**config.mk**
```make
export PLATFORM = sky130hd
export DESIGN_NAME = idu_pipe_flat
export DESIGN_NICKNAME = d
export VERILOG_FILES = /design/src/rtl/idu_pipe_if.sv /design/src/rtl/idu_pipe.sv /design/src/flat_wrapper.sv
export SDC_FILE = /design/constraint.sdc
export NUM_CORES = 1
export LEC_CHECK = 0
export ABC_CLOCK_PERIOD_IN_PS = 1900
export CORE_ASPECT_RATIO = 1.1
export CORE_UTILIZATION = 42
export DETAILED_ROUTE_END_ITERATION = 16
export PLACE_DENSITY = 0.9
export SETUP_SLACK_MARGIN = 0.05
export SYNTH_ARGS = -nofsm -noshare
export SYNTH_HDL_FRONTEND = slang
export SYNTH_SLANG_ARGS = --single-unit
```
**constraint.sdc**
```tcl
create_clock -name clk -period 1.9 [get_ports clk]
set_input_delay 0.19 -clock clk [delete_from_list [all_inputs] [get_ports clk]]
set_output_delay 0.19 -clock clk [all_outputs]
set_load 0.1 [all_outputs]
```
**src/rtl/idu_pipe_if.sv**
```systemverilog
// idu_pipe_if: fetch-to-execute bus for the decode stage.
//   master : IFU/EXU side. It drives in_valid/in_inst/in_pc and out_ready.
//   slave  : decode stage. It drives in_ready, out_valid and the decoded bundle.
//   Params : XLEN (immediate width), PC_W (pc width).
interface idu_pipe_if #(
  parameter int XLEN = 64,
  parameter int PC_W = 64
);
  logic            in_valid;
  logic            in_ready;
  logic [31:0]     in_inst;
  logic [PC_W-1:0] in_pc;
  logic            out_valid;
  logic            out_ready;
  logic [PC_W-1:0] out_pc;
  logic [4:0]      rs1;
  logic [4:0]      rs2;
  logic [4:0]      rd;
  logic [XLEN-1:0] imm;
  logic [2:0]      fmt;
  logic [2:0]      funct3;
  logic            funct7b5;
  logic            reg_wr;
  logic            mem_rd;
  logic            mem_wr;
  logic            branch;
  logic            jump;
  logic            word_op;
  logic            illegal;
  logic            ebreak;
  logic            ecall;

  modport master (
    output in_valid, in_inst, in_pc, out_ready,
    input  in_ready, out_valid, out_pc, rs1, rs2, rd, imm, fmt, funct3,
           funct7b5, reg_wr, mem_rd, mem_wr, branch, jump, word_op,
           illegal, ebreak, ecall
  );

  modport slave (
    input  in_valid, in_inst, in_pc, out_ready,
    output in_ready, out_valid, out_pc, rs1, rs2, rd, imm, fmt, funct3,
           funct7b5, reg_wr, mem_rd, mem_wr, branch, jump, word_op,
           illegal, ebreak, ecall
  );
endinterface

```
**src/rtl/idu_pipe.sv**
```systemverilog
// idu_pipe: registered RV32I/RV64I decode stage that sits between the IFU and the EXU.
//   clk, rst_n : rising-edge clock and asynchronous active-low reset.
//   flush      : kills the held bundle and drops any input offered in the same cycle.
//   bus        : idu_pipe_if.slave. It carries the valid/ready input (inst, pc) and the
//                valid/ready output bundle (register indices, immediate, format, flags).
// The stage holds one bundle. Latency is one cycle and throughput is one instruction
// per cycle while out_ready stays high.
module idu_pipe #(
  parameter int XLEN = 64,
  parameter int PC_W = 64
) (
  input  logic       clk,
  input  logic       rst_n,
  input  logic       flush,
  idu_pipe_if.slave  bus
);

  localparam bit RV64 = (XLEN == 64);

  localparam logic [2:0] FMT_R = 3'd0;
  localparam logic [2:0] FMT_I = 3'd1;
  localparam logic [2:0] FMT_S = 3'd2;
  localparam logic [2:0] FMT_B = 3'd3;
  localparam logic [2:0] FMT_U = 3'd4;
  localparam logic [2:0] FMT_J = 3'd5;

  localparam logic [6:0] OPC_LUI    = 7'b0110111;
  localparam logic [6:0] OPC_AUIPC  = 7'b0010111;
  localparam logic [6:0] OPC_JAL    = 7'b1101111;
  localparam logic [6:0] OPC_JALR   = 7'b1100111;
  localparam logic [6:0] OPC_BRANCH = 7'b1100011;
  localparam logic [6:0] OPC_LOAD   = 7'b0000011;
  localparam logic [6:0] OPC_STORE  = 7'b0100011;
  localparam logic [6:0] OPC_OPIMM  = 7'b0010011;
  localparam logic [6:0] OPC_OP     = 7'b0110011;
  localparam logic [6:0] OPC_OPIMM32= 7'b0011011;
  localparam logic [6:0] OPC_OP32   = 7'b0111011;
  localparam logic [6:0] OPC_SYSTEM = 7'b1110011;
  localparam logic [6:0] OPC_FENCE  = 7'b0001111;

  typedef struct packed {
    logic [PC_W-1:0] pc;
    logic [4:0]      rs1;
    logic [4:0]      rs2;
    logic [4:0]      rd;
    logic [XLEN-1:0] imm;
    logic [2:0]      fmt;
    logic [2:0]      funct3;
    logic            funct7b5;
    logic            reg_wr;
    logic            mem_rd;
    logic            mem_wr;
    logic            branch;
    logic            jump;
    logic            word_op;
    logic            illegal;
    logic            ebreak;
    logic            ecall;
  } dec_t;

  dec_t        dec_d, dec_q;
  logic        vld_q;
  logic        accept;
  logic [31:0] inst;
  logic [6:0]  opc;
  logic [2:0]  f3;
  logic [6:0]  f7;
  logic [31:0] imm32;
  logic [63:0] imm64;

  assign inst = bus.in_inst;
  assign opc  = inst[6:0];
  assign f3   = inst[14:12];
  assign f7   = inst[31:25];

  assign bus.in_ready = !vld_q || bus.out_ready;
  assign accept       = bus.in_valid && bus.in_ready && !flush;

  always_comb begin
    dec_d          = '0;
    dec_d.pc       = bus.in_pc;
    dec_d.rs1      = inst[19:15];
    dec_d.rs2      = inst[24:20];
    dec_d.rd       = inst[11:7];
    dec_d.funct3   = f3;
    dec_d.funct7b5 = inst[30];
    dec_d.fmt      = FMT_R;

    // The opcode includes inst[1:0], so a compressed encoding (inst[1:0] != 2'b11)
    // never matches a case item and falls through to the default illegal arm.
    unique case (opc)
      OPC_LUI, OPC_AUIPC: begin
        dec_d.fmt    = FMT_U;
        dec_d.reg_wr = 1'b1;
      end
      OPC_JAL: begin
        dec_d.fmt    = FMT_J;
        dec_d.jump   = 1'b1;
        dec_d.reg_wr = 1'b1;
      end
      OPC_JALR: begin
        dec_d.fmt     = FMT_I;
        dec_d.jump    = 1'b1;
        dec_d.reg_wr  = 1'b1;
        dec_d.illegal = (f3 != 3'b000);
      end
      OPC_BRANCH: begin
        dec_d.fmt     = FMT_B;
        dec_d.branch  = 1'b1;
        dec_d.illegal = (f3 == 3'b010) || (f3 == 3'b011);
      end
      OPC_LOAD: begin
        dec_d.fmt     = FMT_I;
        dec_d.mem_rd  = 1'b1;
        dec_d.reg_wr  = 1'b1;
        // ld (011) and lwu (110) exist only on RV64.
        dec_d.illegal = (f3 == 3'b111) ||
                        (!RV64 && ((f3 == 3'b011) || (f3 == 3'b110)));
      end
      OPC_STORE: begin
        dec_d.fmt     = FMT_S;
        dec_d.mem_wr  = 1'b1;
        dec_d.illegal = (f3 > 3'b011) || (!RV64 && (f3 == 3'b011));
      end
      OPC_OPIMM: begin
        dec_d.fmt    = FMT_I;
        dec_d.reg_wr = 1'b1;
        // Shift-immediates use a 6-bit shamt on RV64. On RV32, bit 25 must be clear.
        if (f3 == 3'b001)
          dec_d.illegal = (inst[31:26] != 6'b000000) || (!RV64 && inst[25]);
        else if (f3 == 3'b101)
          dec_d.illegal = ((inst[31:26] != 6'b000000) && (inst[31:26] != 6'b010000)) ||
                          (!RV64 && inst[25]);
      end
      OPC_OP: begin
        dec_d.fmt     = FMT_R;
        dec_d.reg_wr  = 1'b1;
        dec_d.illegal = !((f7 == 7'b0000000) ||
                          ((f7 == 7'b0100000) && ((f3 == 3'b000) || (f3 == 3'b101))));
      end
      OPC_OPIMM32: begin
        dec_d.fmt     = FMT_I;
        dec_d.word_op = 1'b1;
        dec_d.reg_wr  = 1'b1;
        // addiw / slliw / srliw / sraiw. W shifts take a 5-bit shamt only.
        unique case (f3)
          3'b000:  dec_d.illegal = 1'b0;
          3'b001:  dec_d.illegal = (f7 != 7'b0000000);
          3'b101:  dec_d.illegal = (f7 != 7'b0000000) && (f7 != 7'b0100000);
          default: dec_d.illegal = 1'b1;
        endcase
        if (!RV64) dec_d.illegal = 1'b1;
      end
      OPC_OP32: begin
        dec_d.fmt     = FMT_R;
        dec_d.word_op = 1'b1;
        dec_d.reg_wr  = 1'b1;
        dec_d.illegal = !(((f7 == 7'b0000000) &&
                           ((f3 == 3'b000) || (f3 == 3'b001) || (f3 == 3'b101))) ||
                          ((f7 == 7'b0100000) && ((f3 == 3'b000) || (f3 == 3'b101))));
        if (!RV64) dec_d.illegal = 1'b1;
      end
      OPC_SYSTEM: begin
        dec_d.fmt = FMT_I;
        if (inst == 32'h0000_0073)      dec_d.ecall   = 1'b1;
        else if (inst == 32'h0010_0073) dec_d.ebreak  = 1'b1;
        else                            dec_d.illegal = 1'b1;
      end
      OPC_FENCE: begin
        dec_d.fmt = FMT_I;
      end
      default: dec_d.illegal = 1'b1;
    endcase

    // An illegal instruction must not trigger any side effect downstream.
    if (dec_d.illegal) begin
      dec_d.reg_wr  = 1'b0;
      dec_d.mem_rd  = 1'b0;
      dec_d.mem_wr  = 1'b0;
      dec_d.branch  = 1'b0;
      dec_d.jump    = 1'b0;
      dec_d.word_op = 1'b0;
      dec_d.ebreak  = 1'b0;
      dec_d.ecall   = 1'b0;
    end
    if (dec_d.rd == 5'd0) dec_d.reg_wr = 1'b0;
  end

  // Every immediate fits in 32 bits. Build it at that width, then sign-extend it to XLEN.
  always_comb begin
    unique case (dec_d.fmt)
      FMT_I:   imm32 = {{20{inst[31]}}, inst[31:20]};
      FMT_S:   imm32 = {{20{inst[31]}}, inst[31:25], inst[11:7]};
      FMT_B:   imm32 = {{19{inst[31]}}, inst[31], inst[7], inst[30:25], inst[11:8], 1'b0};
      FMT_U:   imm32 = {inst[31:12], 12'b0};
      FMT_J:   imm32 = {{11{inst[31]}}, inst[31], inst[19:12], inst[20], inst[30:21], 1'b0};
      default: imm32 = 32'b0;
    endcase
  end

  assign imm64 = {{32{imm32[31]}}, imm32};

  always_ff @(posedge clk or negedge rst_n) begin
    if (!rst_n) begin
      vld_q <= 1'b0;
      dec_q <= '0;
    end else if (flush) begin
      vld_q <= 1'b0;
    end else if (accept) begin
      vld_q     <= 1'b1;
      dec_q     <= dec_d;
      dec_q.imm <= imm64[XLEN-1:0];
    end else if (bus.out_ready) begin
      vld_q <= 1'b0;
    end
  end

  assign bus.out_valid = vld_q;
  assign bus.out_pc    = dec_q.pc;
  assign bus.rs1       = dec_q.rs1;
  assign bus.rs2       = dec_q.rs2;
  assign bus.rd        = dec_q.rd;
  assign bus.imm       = dec_q.imm;
  assign bus.fmt       = dec_q.fmt;
  assign bus.funct3    = dec_q.funct3;
  assign bus.funct7b5  = dec_q.funct7b5;
  assign bus.reg_wr    = dec_q.reg_wr;
  assign bus.mem_rd    = dec_q.mem_rd;
  assign bus.mem_wr    = dec_q.mem_wr;
  assign bus.branch    = dec_q.branch;
  assign bus.jump      = dec_q.jump;
  assign bus.word_op   = dec_q.word_op;
  assign bus.illegal   = dec_q.illegal;
  assign bus.ebreak    = dec_q.ebreak;
  assign bus.ecall     = dec_q.ecall;

endmodule

```
**src/flat_wrapper.sv**
```systemverilog
// flat-port wrapper written by rule: the top's interface ports become plain ports
module idu_pipe_flat 
#(
  parameter int XLEN = 64,
  parameter int PC_W = 64
)
  (clk, rst_n, flush, bus_in_valid, bus_in_inst, bus_in_pc, bus_out_ready, bus_in_ready, bus_out_valid, bus_out_pc, bus_rs1, bus_rs2, bus_rd, bus_imm, bus_fmt, bus_funct3, bus_funct7b5, bus_reg_wr, bus_mem_rd, bus_mem_wr, bus_branch, bus_jump, bus_word_op, bus_illegal, bus_ebreak, bus_ecall);
  idu_pipe_if #(.XLEN(XLEN), .PC_W(PC_W)) bus_i ();
  input  logic clk;
  input  logic rst_n;
  input  logic flush;
  input wire logic [$bits(bus_i.in_valid)-1:0] bus_in_valid;
  input wire logic [$bits(bus_i.in_inst)-1:0] bus_in_inst;
  input wire logic [$bits(bus_i.in_pc)-1:0] bus_in_pc;
  input wire logic [$bits(bus_i.out_ready)-1:0] bus_out_ready;
  output wire logic [$bits(bus_i.in_ready)-1:0] bus_in_ready;
  output wire logic [$bits(bus_i.out_valid)-1:0] bus_out_valid;
  output wire logic [$bits(bus_i.out_pc)-1:0] bus_out_pc;
  output wire logic [$bits(bus_i.rs1)-1:0] bus_rs1;
  output wire logic [$bits(bus_i.rs2)-1:0] bus_rs2;
  output wire logic [$bits(bus_i.rd)-1:0] bus_rd;
  output wire logic [$bits(bus_i.imm)-1:0] bus_imm;
  output wire logic [$bits(bus_i.fmt)-1:0] bus_fmt;
  output wire logic [$bits(bus_i.funct3)-1:0] bus_funct3;
  output wire logic [$bits(bus_i.funct7b5)-1:0] bus_funct7b5;
  output wire logic [$bits(bus_i.reg_wr)-1:0] bus_reg_wr;
  output wire logic [$bits(bus_i.mem_rd)-1:0] bus_mem_rd;
  output wire logic [$bits(bus_i.mem_wr)-1:0] bus_mem_wr;
  output wire logic [$bits(bus_i.branch)-1:0] bus_branch;
  output wire logic [$bits(bus_i.jump)-1:0] bus_jump;
  output wire logic [$bits(bus_i.word_op)-1:0] bus_word_op;
  output wire logic [$bits(bus_i.illegal)-1:0] bus_illegal;
  output wire logic [$bits(bus_i.ebreak)-1:0] bus_ebreak;
  output wire logic [$bits(bus_i.ecall)-1:0] bus_ecall;
  assign bus_i.in_valid = bus_in_valid;
  assign bus_i.in_inst = bus_in_inst;
  assign bus_i.in_pc = bus_in_pc;
  assign bus_i.out_ready = bus_out_ready;
  assign bus_in_ready = bus_i.in_ready;
  assign bus_out_valid = bus_i.out_valid;
  assign bus_out_pc = bus_i.out_pc;
  assign bus_rs1 = bus_i.rs1;
  assign bus_rs2 = bus_i.rs2;
  assign bus_rd = bus_i.rd;
  assign bus_imm = bus_i.imm;
  assign bus_fmt = bus_i.fmt;
  assign bus_funct3 = bus_i.funct3;
  assign bus_funct7b5 = bus_i.funct7b5;
  assign bus_reg_wr = bus_i.reg_wr;
  assign bus_mem_rd = bus_i.mem_rd;
  assign bus_mem_wr = bus_i.mem_wr;
  assign bus_branch = bus_i.branch;
  assign bus_jump = bus_i.jump;
  assign bus_word_op = bus_i.word_op;
  assign bus_illegal = bus_i.illegal;
  assign bus_ebreak = bus_i.ebreak;
  assign bus_ecall = bus_i.ecall;
  idu_pipe #(.XLEN(XLEN), .PC_W(PC_W)) u_core (.clk(clk), .rst_n(rst_n), .flush(flush), .bus(bus_i));
endmodule
```
======== Yosys cells after proc, flatten, opt, wreduce, memory -nomap -nowiden ========
Index checks and enable logic that the tools add are counted.
operators by class
  muxes and demuxes ....................... 23
  magnitude comparators ................... 1
  bitwise logic cells ..................... 1
  equal/unequal tests ..................... 28
  reductions and logical operators ........ 31
operators by type and width
  kind                    number
  $pmux W32 S5            1
  $eq A7 B6 Y1 const B    5
  $eq A32 B21 Y1 const B  1
  $eq A32 B7 Y1 const B   1
  $eq A7 B7 Y1 const B    4
  $eq A7 B5 Y1 const B    3
  $mux W1                 15
  $pmux W3 S5             1
  $eq A3 B2 Y1 const B    4
  $eq A3 B3 Y1 const B    4
  $pmux W1 S10            1
  $reduce_or A9 Y1        1
  $eq A7 B2 Y1 const B    1
  $eq A7 B4 Y1 const B    1
  $logic_not A7 Y1        1
  $logic_or A1 B1 Y1      7
  $ne A7 B6 Y1 const B    1
  $reduce_bool A7 Y1      1
  $eq A3 B1 Y1 const B    2
  $logic_and A1 B1 Y1     6
  $mux W2                 3
  $mux W6                 1
  $ne A6 B5 Y1 const B    1
  $reduce_bool A3 Y1      2
  11 further kinds        16
word-level totals
  input bits .............................. 101
  register bits ........................... 128

======== Logic depth before layout (Yosys ltp) ========
Gate-level depths: netlist of the first run.
  depth in word-level cells ............... 9
  gate-level depth with buffers ........... 8
  mapped depth without buffers ............ 6

======== Least setup slack after synthesis of the first run ========
No wires, ideal clock.
  kind .................................... flip-flop to flip-flop
  start ................................... register u_core.vld_q, in the netlist u_core.bus.out_valid
  end ..................................... register u_core.dec_q, in the netlist u_core.bus.out_pc[15]
  data required time ...................... 1.832 ns
  data arrival time ....................... 2.786 ns
  stages on the path, launching flop included .. 9
  slack ................................... -0.955 ns
  clock period less this slack ............ 2.855 ns
  cell sequence ........................... dfrtp_1 nor2b_1 inv_1 nand3b_1 clkbuf_1 clkbuf_1 buf_1 nand2_1 nand2_1
between the ends
  cells in the longest elaborated chain, start to end .. 5
ends and longest elaborated chain
  what                              line                text
  start: declaration                idu_pipe.sv:62      logic vld_q;
  start signal: assignment          idu_pipe.sv:205     vld_q <= 1'b0;
  start signal: assignment          idu_pipe.sv:208     vld_q <= 1'b0;
  start signal: assignment          idu_pipe.sv:210     vld_q <= 1'b1;
  $logic_not A1 Y1                  idu_pipe.sv:76      assign bus.in_ready = !vld_q || bus.out_ready;
  $logic_or A1 B1 Y1                idu_pipe.sv:76
  named net bus_in_ready            flat_wrapper.sv:16  output wire logic [$bits(bus_i.in_ready)-1:0] bus_in_ready;
  $logic_and A1 B1 Y1 (2 in a row)  idu_pipe.sv:77      assign accept = bus.in_valid && bus.in_ready && !flush;
  $reduce_and A2 Y1 (no line)       -
  end: declaration                  idu_pipe.sv:61      dec_t dec_d, dec_q;
The timed path passes the listed nets, and every way through them passes these cells.
A chain may end at the register's enable or synchronous reset.

======== Worst setup path in the final report of the first run ========
  start ................................... input port bus_in_inst[5]
  end ..................................... register u_core.bus.imm[11] (netlist name)
between the ends
  cells in the longest elaborated chain, start to end .. 5
  elaborated cells on any way between the ends .. 20
  classes of those cells .................. eq/ne (16); mux (2); reduce/logical (2)
ends and longest elaborated chain
  what                                                                   line                text
  start: declaration                                                     flat_wrapper.sv:13  input wire logic [$bits(bus_i.in_inst)-1:0] bus_in_inst;
  $eq A7 B7 Y1, or another cell as far along                             idu_pipe.sv:91      unique case (opc)
  $reduce_or A6 Y1 (no line) / $reduce_or A2 Y1 (equally long branches)  -
  $pmux W3 S5 (*)                                                        idu_pipe.sv:91
  $eq A3 B3 Y1, or another cell as far along                             idu_pipe.sv:191     unique case (dec_d.fmt)
  $pmux W32 S5 (*)                                                       idu_pipe.sv:191
Mark *: on every way between the ends. The rest lies on a longest branch, timed or not.

==> summary.txt, run 1 <==
Clocking
  – Clock tree from TritonCTS: yes
  – Clk Tree Root Cell: clkbuf_16
  – Clock latency on the worst-skew pair: 0.41 ns
  – Buffers from clock root to sink, at most: 2
  – Clock Sink Count: 128
  – CTS H-tree depth: 4
  – Clock slew at the register clock pins of the worst setup and hold paths: 0.06 ns
  – Number of buffers added by the clock tree synthesis step: 17

Floorplanning
  – Width of the chip: 114.1 microns
  – FP Rows: 44
  – Total I/O pin count: 262
  – Die Area: 0.01431 sq mm
  – Standard cell core area: 0.01332 sq mm
  – Starting utilization of the core area: 0.4361
  – Vertical extent of the die: 125.4 microns

Route
  – Number of DRC violations after detailed routing: 0
  – Routed wire per std cell: 17.34 microns
  – Vias/cell: 5.084
  – Number of nets still failing antenna checks after routing: 0
  – Detailed Route Iter0 Violations: 407
  – Total Wirelength: 20060 microns
  – Via count: 5882
  – Number of detailed-routing iterations run before antenna repair: 5

STA
  – Post-layout min period: 1.803 ns
  – Slew Viols, Final: 0
  – Total of endpoints with negative setup slack in the final report: 0
  – Final worst path period share: 0.9492
  – Unrepaired setup endpoints after global routing: true
  – Rel. slew slack: 0.6494
  – Transition time of the tightest slew-check pin: 0.5259 ns
  – Final hold vios: 0
  – Worst clock skew on the final layout: 0.006158 ns
  – Maximum frequency from static timing analysis: 554.5 MHz

Logic synthesis
  – Library cell with the largest summed area after synthesis: dfrtp_1
  – Synthesized instance count: 666
  – Post-Synth XOR/XNOR Area: 0
  – Mux share of post-synthesis cell area: 0.001723
  – Total standard cell area after synthesis: 0.005811 sq mm
  – Dominant combinational cell family by area after synthesis: simple AND/OR/NAND/NOR gates
  – Adder and majority cell fraction of the synthesized area: 0
  – Area share of the leading cell type in the synthesized netlist: 0.5512
  – Post-synthesis sequential element count: 128
  – Share of flip-flops with an asynchronous set or reset: 1.000
  – Share of the synthesized area in compound gates (AO/OA/AOI/OAI): 0.1096
  – Post-synthesis cell type count: 53
  – Share of synthesized area occupied by flip-flops and latches: 0.5512
  – Number of synthesis warnings: 0
  – Syn Nets: 767
  – Main area contributors after synthesis: dfrtp_1, nand2_1, buf_4, o21ai_0, a21oi_1
  – Number of enable flip-flop cells after synthesis: 0
  – Post-synthesis simple-gate area fraction: 0.2653
  – Most used flip-flop cell after synthesis: dfrtp_1
  – Mean post-synth cell area: 8.725 sq um

Global route
  – Final global-route overflow total: 0
  – All-Layer GR Usage: 0.2918
  – Vias in the first global route: 6017
  – Peak-usage layer in the global routing report: met2
  – Global routing usage on met2: 0.5048
  – Routing usage on met3: 0.04847
  – Initial antenna violation count: 0
  – First-pass GRT wire length: 31740 microns
  – Largest net degree at the start of global routing: 55
  – Met1 track demand over resource: 0.3542

Critical path
  – Slowest-stage cell, CP: or3b_2
  – Data required, critical path: 2.22 ns
  – Start of the worst register-to-register path: u_core.bus.out_valid$_DFFE_PN0P_
  – Max FO, Critical Path: 12
  – Maximum single-stage delay on the critical path: 0.49 ns
  – Sort of element at the end of the critical path: flip-flop
  – Endpoint of the worst-slack reg-to-reg timing path: u_core.bus.imm[17]$_DFFE_PN0P_
  – Cell-by-cell trace of the critical path: clkdlybuf4s50_1 -> buf_4 -> or3b_2 -> a21oi_1 -> or3_4 -> nand4_1 -> a32oi_1
  – FF-to-FF path depth: 7
  – Register-to-register setup slack: 0.12 ns
  – Arr. time, crit path: 2.12 ns
  – Sort of element at the start of the critical path: primary input
  – Start-to-end type of the worst setup path: primary input to flip-flop

Finish
  – Final Instance Count excl. Fillers: 1157
  – Diode insertion count for antenna repair: 0
  – Final core utilization: 0.7320
  – NumNets Final: 1061
  – Fillers: 970
  – Share of layout cells above drive strength 1: 0.3032
  – Register Area: 0.003208 sq mm
  – Relative area change from synthesis to final layout: 67.83%
  – Area used by multi-input combinational logic: 0.002228 sq mm

Flow run
  – Number of maximum-capacitance violations: 0

Placed design
  – Routability-driven placement congestion ratio: 0.9037
  – Sum of net half-perimeters after detailed placement: 14740 microns
  – Instance count after placement with tap cells included: 1123
  – Buffers added on ports: 261

Min path
  – WHS Endpoint: u_core.bus.out_pc[56]$_DFFE_PN0P_
  – Number of cells on the worst hold path: 3
  – Startpoint of the tightest hold check path: bus_in_pc[56]
  – Min-delay worst type: primary input to flip-flop

Power and ir drop
  – Overall Power: 0.01078 W
  – Total power per unit cell area: 1106 mW/mm^2
  – Lkg Pwr: 4.933 nW
  – Maximum ir drop on the vdd rail: 0.0006613 V

Run status
  – Run status: finished, final reports clean
## cell usage after synthesis (all sizes together), types with 2 or more instances
cell type	instances
and4	3
o31ai	4
nor4	3
buf	48
or2	2
nand2b	5
inv	3
a32oi	6
o21a	3
and2	3
nand4	2
or4	3
nor2	14
nand3	5
nand4b	2
or3	2
o21ai	28
dfrtp	128
nor3b	2
nor3	9
and3	3
a21o	13
nand2	303
a32o	4
a21oi	24
a211oi	2
or3b	2
clkbuf	22
nor2b	3
## worst max-delay path by stage
stage                                           from  slack, ns  cells after the start                              to
CTS                                   bus_in_inst[5]       0.08                      7   u_core.bus.imm[3]$_DFFE_PN0P_
global placement                     bus_in_inst[28]      -0.27                      6  u_core.bus.illegal$_DFFE_PN0P_
finish                                bus_in_inst[5]        0.1                      7  u_core.bus.imm[11]$_DFFE_PN0P_
floorplan           u_core.bus.out_valid$_DFFE_PN0P_      -0.36                      8   u_core.bus.fmt[1]$_DFFE_PN0P_
global route        u_core.bus.out_valid$_DFFE_PN0P_       0.05                      7   u_core.bus.rs1[4]$_DFFE_PN0P_
detailed placement                    bus_in_inst[4]      -0.38                      9  u_core.bus.imm[19]$_DFFE_PN0P_
## registers in the layout, indices dropped and copies added, names as in the netlist, 3 cells and up
name               cells
u_core.bus.out_pc     64
u_core.bus.imm        32
u_core.bus.rd          5
u_core.bus.rs1         5
u_core.bus.rs2         5
u_core.bus.fmt         3
u_core.bus.funct3      3
## metal layers
metal	vias to the layer above	wire length, microns
met5	-	0
met4	0	596
met3	48	1181
met2	277	10290
met1	2820	7994
li1	2737	-
## power by group
| part | internal (W) | switching [W] | total, W |
|---|---|---|---|
| clock | 0.00236 | 0.00128 | 0.00363 |
| combinational | 0.000947 | 0.00303 | 0.00398 |
| sequential | 0.00301 | 0.000162 | 0.00317 |
| total | 0.00631 | 0.00447 | 0.0108 |
## worst max-delay path: cells and delay by family
| kind | cells | cell delay (ns) |
|---|---|---|
| buf+inv | 2 | 0.70 |
| simple gates | 3 | 0.78 |
| compound gates | 2 | 0.45 |
## per-stage QoR
step / hold slack [ns] / worst slack, ns / area (sq um) / setup TNS (ns)
6_report: 0.2991 / 0.09655 / 9752 / 0
5_1_grt: 0.2969 / 0.04832 / 9752 / 0
4_1_cts: 0.2860 / 0.07830 / 9718 / 0
2_1_floorplan: -0.1056 / -0.3600 / 5851 / -40.14
3_3_place_gp: 0.1837 / -0.2735 / 9046 / -8.990
3_5_place_dp: 0.1882 / -0.3750 / 9046 / -11.29
## timing repair
item | 4_1_cts | 5_1_grt
endpoints found under the setup margin | 1 | 12
pin swaps | 0 | 1
resized for setup | 1 | 8
setup buffers | 0 | 1
hold buffers | 1 | 0
endpoints found under the hold margin | 51 | 0
## layout by cell type, fill, tap and decap left out, drive strengths merged, types with 6 or more instances in the layout
| cell type | synthesis | routed |
|---|---|---|
| dfrtp | 128 | 128 |
| nand2 | 303 | 303 |
| clkbuf | 22 | 18 |
| a21o | 13 | 13 |
| a21oi | 24 | 24 |
| inv | 3 | 7 |
| a32oi | 6 | 6 |
| buf | 48 | 245 |
| nor2 | 14 | 14 |
| o21ai | 28 | 28 |
| nor3 | 9 | 9 |
| clkdlybuf4s50 | 0 | 98 |
## cell type report
class / count / area share
Tap cell: 184 / 0.02361
Multi-Input combinational cell: 465 / 0.2285
Clock inverter: 14 / 0.02335
Clock buffer: 18 / 0.04401
Timing Repair Buffer: 345 / 0.3500
Inverter: 3 / 0.001540
Sequential cell: 128 / 0.3290
## kinds of logic after synthesis
family,after synthesis
flip-flops,128
AO/OA/AOI/OAI,95
buffers and inverters,73
AND/OR/NAND/NOR,369
multiplexers,1
Note: power is estimated with default switching activity, not from simulation.
==> run 2: changes to the inputs <==
--- a/config.mk
+++ b/config.mk
@@ -7,9 +7,10 @@
 export LEC_CHECK = 0
 export ABC_CLOCK_PERIOD_IN_PS = 1900
 export CORE_ASPECT_RATIO = 1.1
-export CORE_UTILIZATION = 42
+export CORE_UTILIZATION = 43
+export CTS_BUF_LIST = sky130_fd_sc_hd__clkbuf_2 sky130_fd_sc_hd__clkbuf_4 sky130_fd_sc_hd__clkbuf_8
 export DETAILED_ROUTE_END_ITERATION = 16
-export PLACE_DENSITY = 0.9
+export PLACE_DENSITY = 0.91
 export SETUP_SLACK_MARGIN = 0.05
 export SYNTH_ARGS = -nofsm -noshare
 export SYNTH_HDL_FRONTEND = slang
==> run 2 against run 1 <==
Compared with the run above:
- maximum frequency increased by 0.57%
- worst hold slack got worse by 0.033 ns
- sequential power about the same
- clock power decreased by 32%
==> summary.txt, run 2 (same netlist as run 1, synthesis figures left out) <==
Run status
  – Run status: finished, final reports clean

Route
  – Total Wirelength: 18860 microns
  – Number of nets still failing antenna checks after routing: 0
  – Number of detailed-routing iterations run before antenna repair: 4
  – Routed wire per std cell: 16.72 microns
  – Vias/cell: 5.161
  – Number of DRC violations after detailed routing: 0
  – Via count: 5822
  – Detailed Route Iter0 Violations: 450

Global route
  – Largest net degree at the start of global routing: 56
  – First-pass GRT wire length: 28610 microns
  – Final global-route overflow total: 0
  – All-Layer GR Usage: 0.2707
  – Initial antenna violation count: 0
  – Vias in the first global route: 5446

Finish
  – Diode insertion count for antenna repair: 0
  – Fillers: 955
  – Relative area change from synthesis to final layout: 62.08%
  – Commonest cells after routing, fill and taps aside: nand2_1, buf_4, dfrtp_1, clkdlybuf4s50_1, buf_12
  – Area used by multi-input combinational logic: 0.002240 sq mm
  – Register Area: 0.003208 sq mm
  – Share of layout cells above drive strength 1: 0.3009
  – Largest register FFs: 64
  – Leading cell type in the layout, fill and taps excluded: nand2_1
  – Final core utilization: 0.7128
  – NumNets Final: 1055
  – Final Instance Count excl. Fillers: 1128

STA
  – Final worst path period share: 0.9438
  – Total of endpoints with negative setup slack in the final report: 0
  – Slew Viols, Final: 0
  – Worst Setup Slack, final: 0.1067 ns
  – Final hold vios: 0
  – Transition time of the tightest slew-check pin: 0.4531 ns
  – Total Neg Setup Slack: 0 ns
  – Unrepaired setup endpoints after global routing: true
  – Worst clock skew on the final layout: 0.004642 ns
  – Post-layout min period: 1.793 ns
  – Rel. slew slack: 0.6979
  – Maximum frequency from static timing analysis: 557.6 MHz

Power and ir drop
  – Internal power of the cells: 0.005353 W
  – Maximum ir drop on the vdd rail: 0.0007044 V
  – Lkg Pwr: 4.789 nW
  – Proportion of total power due to net switching: 0.4411
  – Overall Power: 0.009578 W
  – Power share of the clock group: 0.257
  – Reg power frac: 0.332
  – Switching component of the power: 0.004225 W
  – Combinational share of power: 0.411
  – Total power per unit cell area: 1017 mW/mm^2

Placed design
  – Routability-driven placement congestion ratio: 0.9192
  – Buffers added on ports: 261
  – Worst slack at placement: -0.3967 ns
  – Instance count after placement with tap cells included: 1095
  – Sum of net half-perimeters after detailed placement: 14370 microns

Flow run
  – Number of maximum-capacitance violations: 0

Floorplanning
  – Width of the chip: 112.8 microns
  – Standard cell core area: 0.01321 sq mm
  – Total I/O pin count: 262
  – Starting utilization of the core area: 0.4398
  – Die Area: 0.01398 sq mm
  – Vertical extent of the die: 123.9 microns
  – FP Rows: 44

Critical path
  – Sort of element at the start of the critical path: primary input
  – Arr. time, crit path: 2.10 ns
  – Data required, critical path: 2.21 ns
  – Max FO, Critical Path: 2
  – Sort of element at the end of the critical path: flip-flop
  – Start-to-end type of the worst setup path: primary input to flip-flop
  – Register-to-register setup slack: 0.17 ns

Clocking
  – Number of buffers added by the clock tree synthesis step: 17
  – Post-CTS setup-driven buffer insertion count: 0
  – Buffers from clock root to sink, at most: 2
  – CTS H-tree depth: 4
  – Clock slew at the register clock pins of the worst setup and hold paths: 0.07 ns
  – Clock tree from TritonCTS: yes
  – Clock Sink Count: 128
  – Clk Tree Root Cell: clkbuf_8
  – Clock latency on the worst-skew pair: 0.42 ns

Min path
  – Min-delay worst type: primary input to async pin
-- run 2: changes by cell type in the layout (fill, tap and decap cells not counted), moves of 3 or more --
cell,before,now
clkbuf_8,0,19
clkbuf_16,17,0
clkinv_2,1,5
buf_4,198,195
clkbuf_4,0,3
clkinv_4,3,0
-- run 2: area by class of cell --
cell class | count | area share
tap | 161 | 0.02139
sequential | 128 | 0.3406
multi-input combinational | 465 | 0.2378
clock inverter | 10 | 0.01408
inverter | 3 | 0.001594
timing repair buffer | 339 | 0.3543
clock buffer | 22 | 0.03016
-- run 2: what timing repair did --
item | 4_1_cts | 5_1_grt
hold endpoints to repair | 43 | 0
hold buffers | 1 | 0
endpoints found under the setup margin | 0 | 12
gates resized for setup | 0 | 7
-- run 2: metrics by stage --
step	hold WS [ns]	cell area (sq um)
6_report	0.2660	9418
3_5_place_dp	0.1517	8955
5_1_grt	0.2549	9418
4_1_cts	0.2420	9382
2_1_floorplan	-0.1056	5851
3_3_place_gp	0.1485	8955
-- run 2: layer usage --
metal | global-route usage | routed length (microns) | up-vias
met5 | 0 | 0 | -
met4 | 0.09917 | 342 | 0
met3 | 0.07202 | 1430 | 33
met2 | 0.4622 | 9723 | 258
met1 | 0.3316 | 7362 | 2809
li1 | - | - | 2722
-- run 2: final timing paths --
| check | start | endpoint | depth (start not counted) |
|---|---|---|---|
| max | bus_in_inst[26] | u_core.bus.illegal$_DFFE_PN0P_ | 6 |
| min | rst_n | u_core.bus.out_pc[10]$_DFFE_PN0P_ | 2 |
| max reg2reg | u_core.bus.out_valid$_DFFE_PN0P_ | u_core.bus.illegal$_DFFE_PN0P_ | 6 |
| min reg2reg | u_core.bus.funct7b5$_DFFE_PN0P_ | u_core.bus.funct7b5$_DFFE_PN0P_ | 2 |
| max in group asynchronous | rst_n | u_core.bus.imm[31]$_DFFE_PN0P_ | 3 |
| min in group clk | bus_in_pc[11] | u_core.bus.out_pc[11]$_DFFE_PN0P_ | 3 |
-- run 2: power groups by stage --
stage	clock, W	sequential [W]	combinational [W]
2_1_floorplan	0	0.00526	0.000709
3_3_place_gp	0	0.00320	0.00390
3_5_place_dp	0	0.00322	0.00394
4_1_cts	0.00252	0.00318	0.00394
5_1_grt	0.00264	0.00320	0.00408
6_report	0.00247	0.00318	0.00394
-- run 2: worst max-delay path, cell delays in order --
cell	delay, ns
clkdlybuf4s50_1	0.42
or4_1	0.61
nor3_2	0.19
o21ai_0	0.15
and3_1	0.19
o32a_1	0.34
==> run 3: changes to the inputs <==
--- a/config.mk
+++ b/config.mk
@@ -5,11 +5,12 @@
 export SDC_FILE = /design/constraint.sdc
 export NUM_CORES = 1
 export LEC_CHECK = 0
-export ABC_CLOCK_PERIOD_IN_PS = 1900
+export ABC_CLOCK_PERIOD_IN_PS = 2040
 export CORE_ASPECT_RATIO = 1.1
 export CORE_UTILIZATION = 43
 export CTS_BUF_LIST = sky130_fd_sc_hd__clkbuf_2 sky130_fd_sc_hd__clkbuf_4 sky130_fd_sc_hd__clkbuf_8
 export DETAILED_ROUTE_END_ITERATION = 16
+export GPL_TIMING_DRIVEN = 0
 export PLACE_DENSITY = 0.91
 export SETUP_SLACK_MARGIN = 0.05
 export SYNTH_ARGS = -nofsm -noshare
==> constraint.sdc (replaced) <==
create_clock -name clk -period 2.04 [get_ports clk]
set_input_delay 0.204 -clock clk [delete_from_list [all_inputs] [get_ports clk]]
set_output_delay 0.204 -clock clk [all_outputs]
set_load 0.1 [all_outputs]
==> run 3 against run 2 <==
Compared with the run above:
- via count shrank 1.4%
- flip-flop and latch count is the same
- non-clock buffer count shrank 5
- clock skew grew 0.0038 ns
- global-route usage grew 0.082 points
- first-iteration DRC count grew 37%
- die area unchanged
- routed wire length hardly changed
- count of clock-buffer cells in the layout fell by 2
- largest power group unchanged
==> summary.txt, run 3 (same netlist as run 1, synthesis figures left out) <==
Placed design
  – Worst slack at placement: -0.4868 ns
  – Routability-driven placement congestion ratio: 0.9316
  – Buffers added on ports: 260
  – Sum of net half-perimeters after detailed placement: 13760 microns

Floorplanning
  – Starting utilization of the core area: 0.4398
  – Vertical extent of the die: 123.9 microns
  – Total I/O pin count: 262
  – Die Area: 0.01398 sq mm
  – FP Rows: 44
  – Width of the chip: 112.8 microns
  – Standard cell core area: 0.01321 sq mm

Finish
  – Share of layout cells above drive strength 1: 0.1497
  – Largest register FFs: 64
  – Commonest cells after routing, fill and taps aside: nand2_1, dlygate4sd2_1, dfrtp_1, clkdlybuf4s50_1, buf_2
  – Diode insertion count for antenna repair: 0
  – Leading cell type in the layout, fill and taps excluded: nand2_1
  – Fillers: 1078
  – NumNets Final: 1050
  – Relative area change from synthesis to final layout: 52.43%

Route
  – Routed wire per std cell: 16.80 microns
  – Total Wirelength: 18870 microns
  – Number of detailed-routing iterations run before antenna repair: 5
  – Detailed Route Iter0 Violations: 615
  – Via count: 5742
  – Vias/cell: 5.113
  – Number of nets still failing antenna checks after routing: 0
  – Number of DRC violations after detailed routing: 0

Run status
  – Run status: finished, final reports clean

STA
  – Transition time of the tightest slew-check pin: 1.023 ns
  – Slew Viols, Final: 0
  – Unrepaired setup endpoints after global routing: false
  – Final hold vios: 0
  – Post-layout min period: 1.968 ns
  – Total Neg Setup Slack: 0 ns
  – Maximum frequency from static timing analysis: 508.0 MHz
  – Hold slack: 0.1865 ns
  – Total of endpoints with negative setup slack in the final report: 0
  – Rel. slew slack: 0.3210
  – Worst Setup Slack, final: 0.07158 ns
  – Worst clock skew on the final layout: 0.008439 ns
  – Final worst path period share: 0.9649

Clocking
  – Buffers from clock root to sink, at most: 2
  – Clk Tree Root Cell: clkbuf_8
  – Clock Sink Count: 128
  – Clock slew at the register clock pins of the worst setup and hold paths: 0.07 ns
  – CTS H-tree depth: 4
  – Clock latency on the worst-skew pair: 0.45 ns
  – Clock tree from TritonCTS: yes
  – Number of buffers added by the clock tree synthesis step: 17

Critical path
  – Max FO, Critical Path: 3
  – Cell type group with the largest total delay on the critical path: simple AND/OR/NAND/NOR gates
  – Levels on crit path: 6
  – Sort of element at the end of the critical path: flip-flop
  – Buffering stage count on the worst path with inverters included: 1
  – Sort of element at the start of the critical path: primary input
  – Cell-by-cell trace of the critical path: clkdlybuf4s50_1 -> or4_1 -> nor3_1 -> o21ai_0 -> and3_1 -> o32a_1
  – Slowest-stage cell, CP: or4_1
  – Register-to-register setup slack: 0.18 ns
  – Maximum single-stage delay on the critical path: 0.59 ns
  – Start-to-end type of the worst setup path: primary input to flip-flop
  – Data required, critical path: 2.37 ns
  – Arr. time, crit path: 2.29 ns
  – FF-to-FF path depth: 6

Global route
  – Largest net degree at the start of global routing: 76
  – First-pass GRT wire length: 28760 microns
  – Final global-route overflow total: 0
  – Vias in the first global route: 5608
  – All-Layer GR Usage: 0.2715
  – Initial antenna violation count: 0

Power and ir drop
  – Total power per unit cell area: 983.4 mW/mm^2
  – Lkg Pwr: 4.786 nW
  – Maximum ir drop on the vdd rail: 0.0007603 V

Flow run
  – Number of maximum-capacitance violations: 0

Min path
  – Min-delay worst type: primary input to flip-flop
  – Number of cells on the worst hold path: 3
## run 3: changes by cell type in the layout (fill, tap and decap cells not counted), moves of 7 or more
cell,previous run,this run
clkbuf_2,0,7
buf_12,43,0
clkbuf_1,0,12
dlygate4sd2_1,0,127
buf_4,195,34
buf_2,0,45
## run 3: per-layer routing
metal	global-route usage	wire length, microns
met4	0.1333	531
met5	0	0
met2	0.4552	9316
met3	0.08078	1531
met1	0.3208	7491
## run 3: worst paths after layout
kind                                              startpoint                                 to
min reg2reg                u_core.bus.out_pc[19]$_DFFE_PN0P_  u_core.bus.out_pc[19]$_DFFE_PN0P_
min                                          bus_in_inst[14]   u_core.bus.funct3[2]$_DFFE_PN0P_
max                                          bus_in_inst[26]     u_core.bus.illegal$_DFFE_PN0P_
max in group asynchronous                              rst_n   u_core.bus.out_valid$_DFFE_PN0P_
min in group asynchronous                              rst_n  u_core.bus.out_pc[10]$_DFFE_PN0P_
max reg2reg                 u_core.bus.out_valid$_DFFE_PN0P_  u_core.bus.out_pc[41]$_DFFE_PN0P_
## run 3: final cells by class
class	instances	area [sq um]	share of cell area
Multi-Input combinational cell	465	2216	0.2502
Sequential cell	128	3211	0.3625
Clock inverter	12	155.1	0.01752
Buffer	70	444.2	0.05015
Timing Repair Buffer	264	2340	0.2642
Tap cell	161	201.4	0.02274
Inverter	3	15.01	0.001695
Clock buffer	20	275.3	0.03108
## run 3: worst min-delay path, stage by stage
cell and delay (ns):
clkbuf_1 0.19, nand2_1 0.14, nand2_1 0.06
## run 3: timing repair
item | in CTS | in global routing
endpoints found under the hold margin | 53 | 0
setup endpoints to repair | 256 | 91
pin swaps | 0 | 1
buffers inserted | 0 | 2
gates resized for setup | 296 | 18
hold buffers | 1 | 0
## run 3: metrics by stage
| step | utilization | cells | total power, W | cell area (sq um) |
|---|---|---|---|---|
| after detailed placement | 0.6572 | 1088 | 0.006604 | 8683 |
| after floorplan | - | 666 | 0.005557 | 5851 |
| final | 0.6704 | 1123 | 0.008710 | 8857 |
| after global routing | 0.6704 | 1123 | 0.009017 | 8857 |
| after CTS | 0.6684 | 1121 | 0.008747 | 8831 |
| after global placement | 0.6550 | 1087 | 0.006556 | 8655 |
## run 3: where the power goes
part | switching [W] | internal [W] | total [W]
Combinational | 0.00277 | 0.000640 | 0.00341
Clock | 0.00106 | 0.00131 | 0.00237
Sequential | 0.000135 | 0.00280 | 0.00293
Total | 0.00396 | 0.00475 | 0.00871
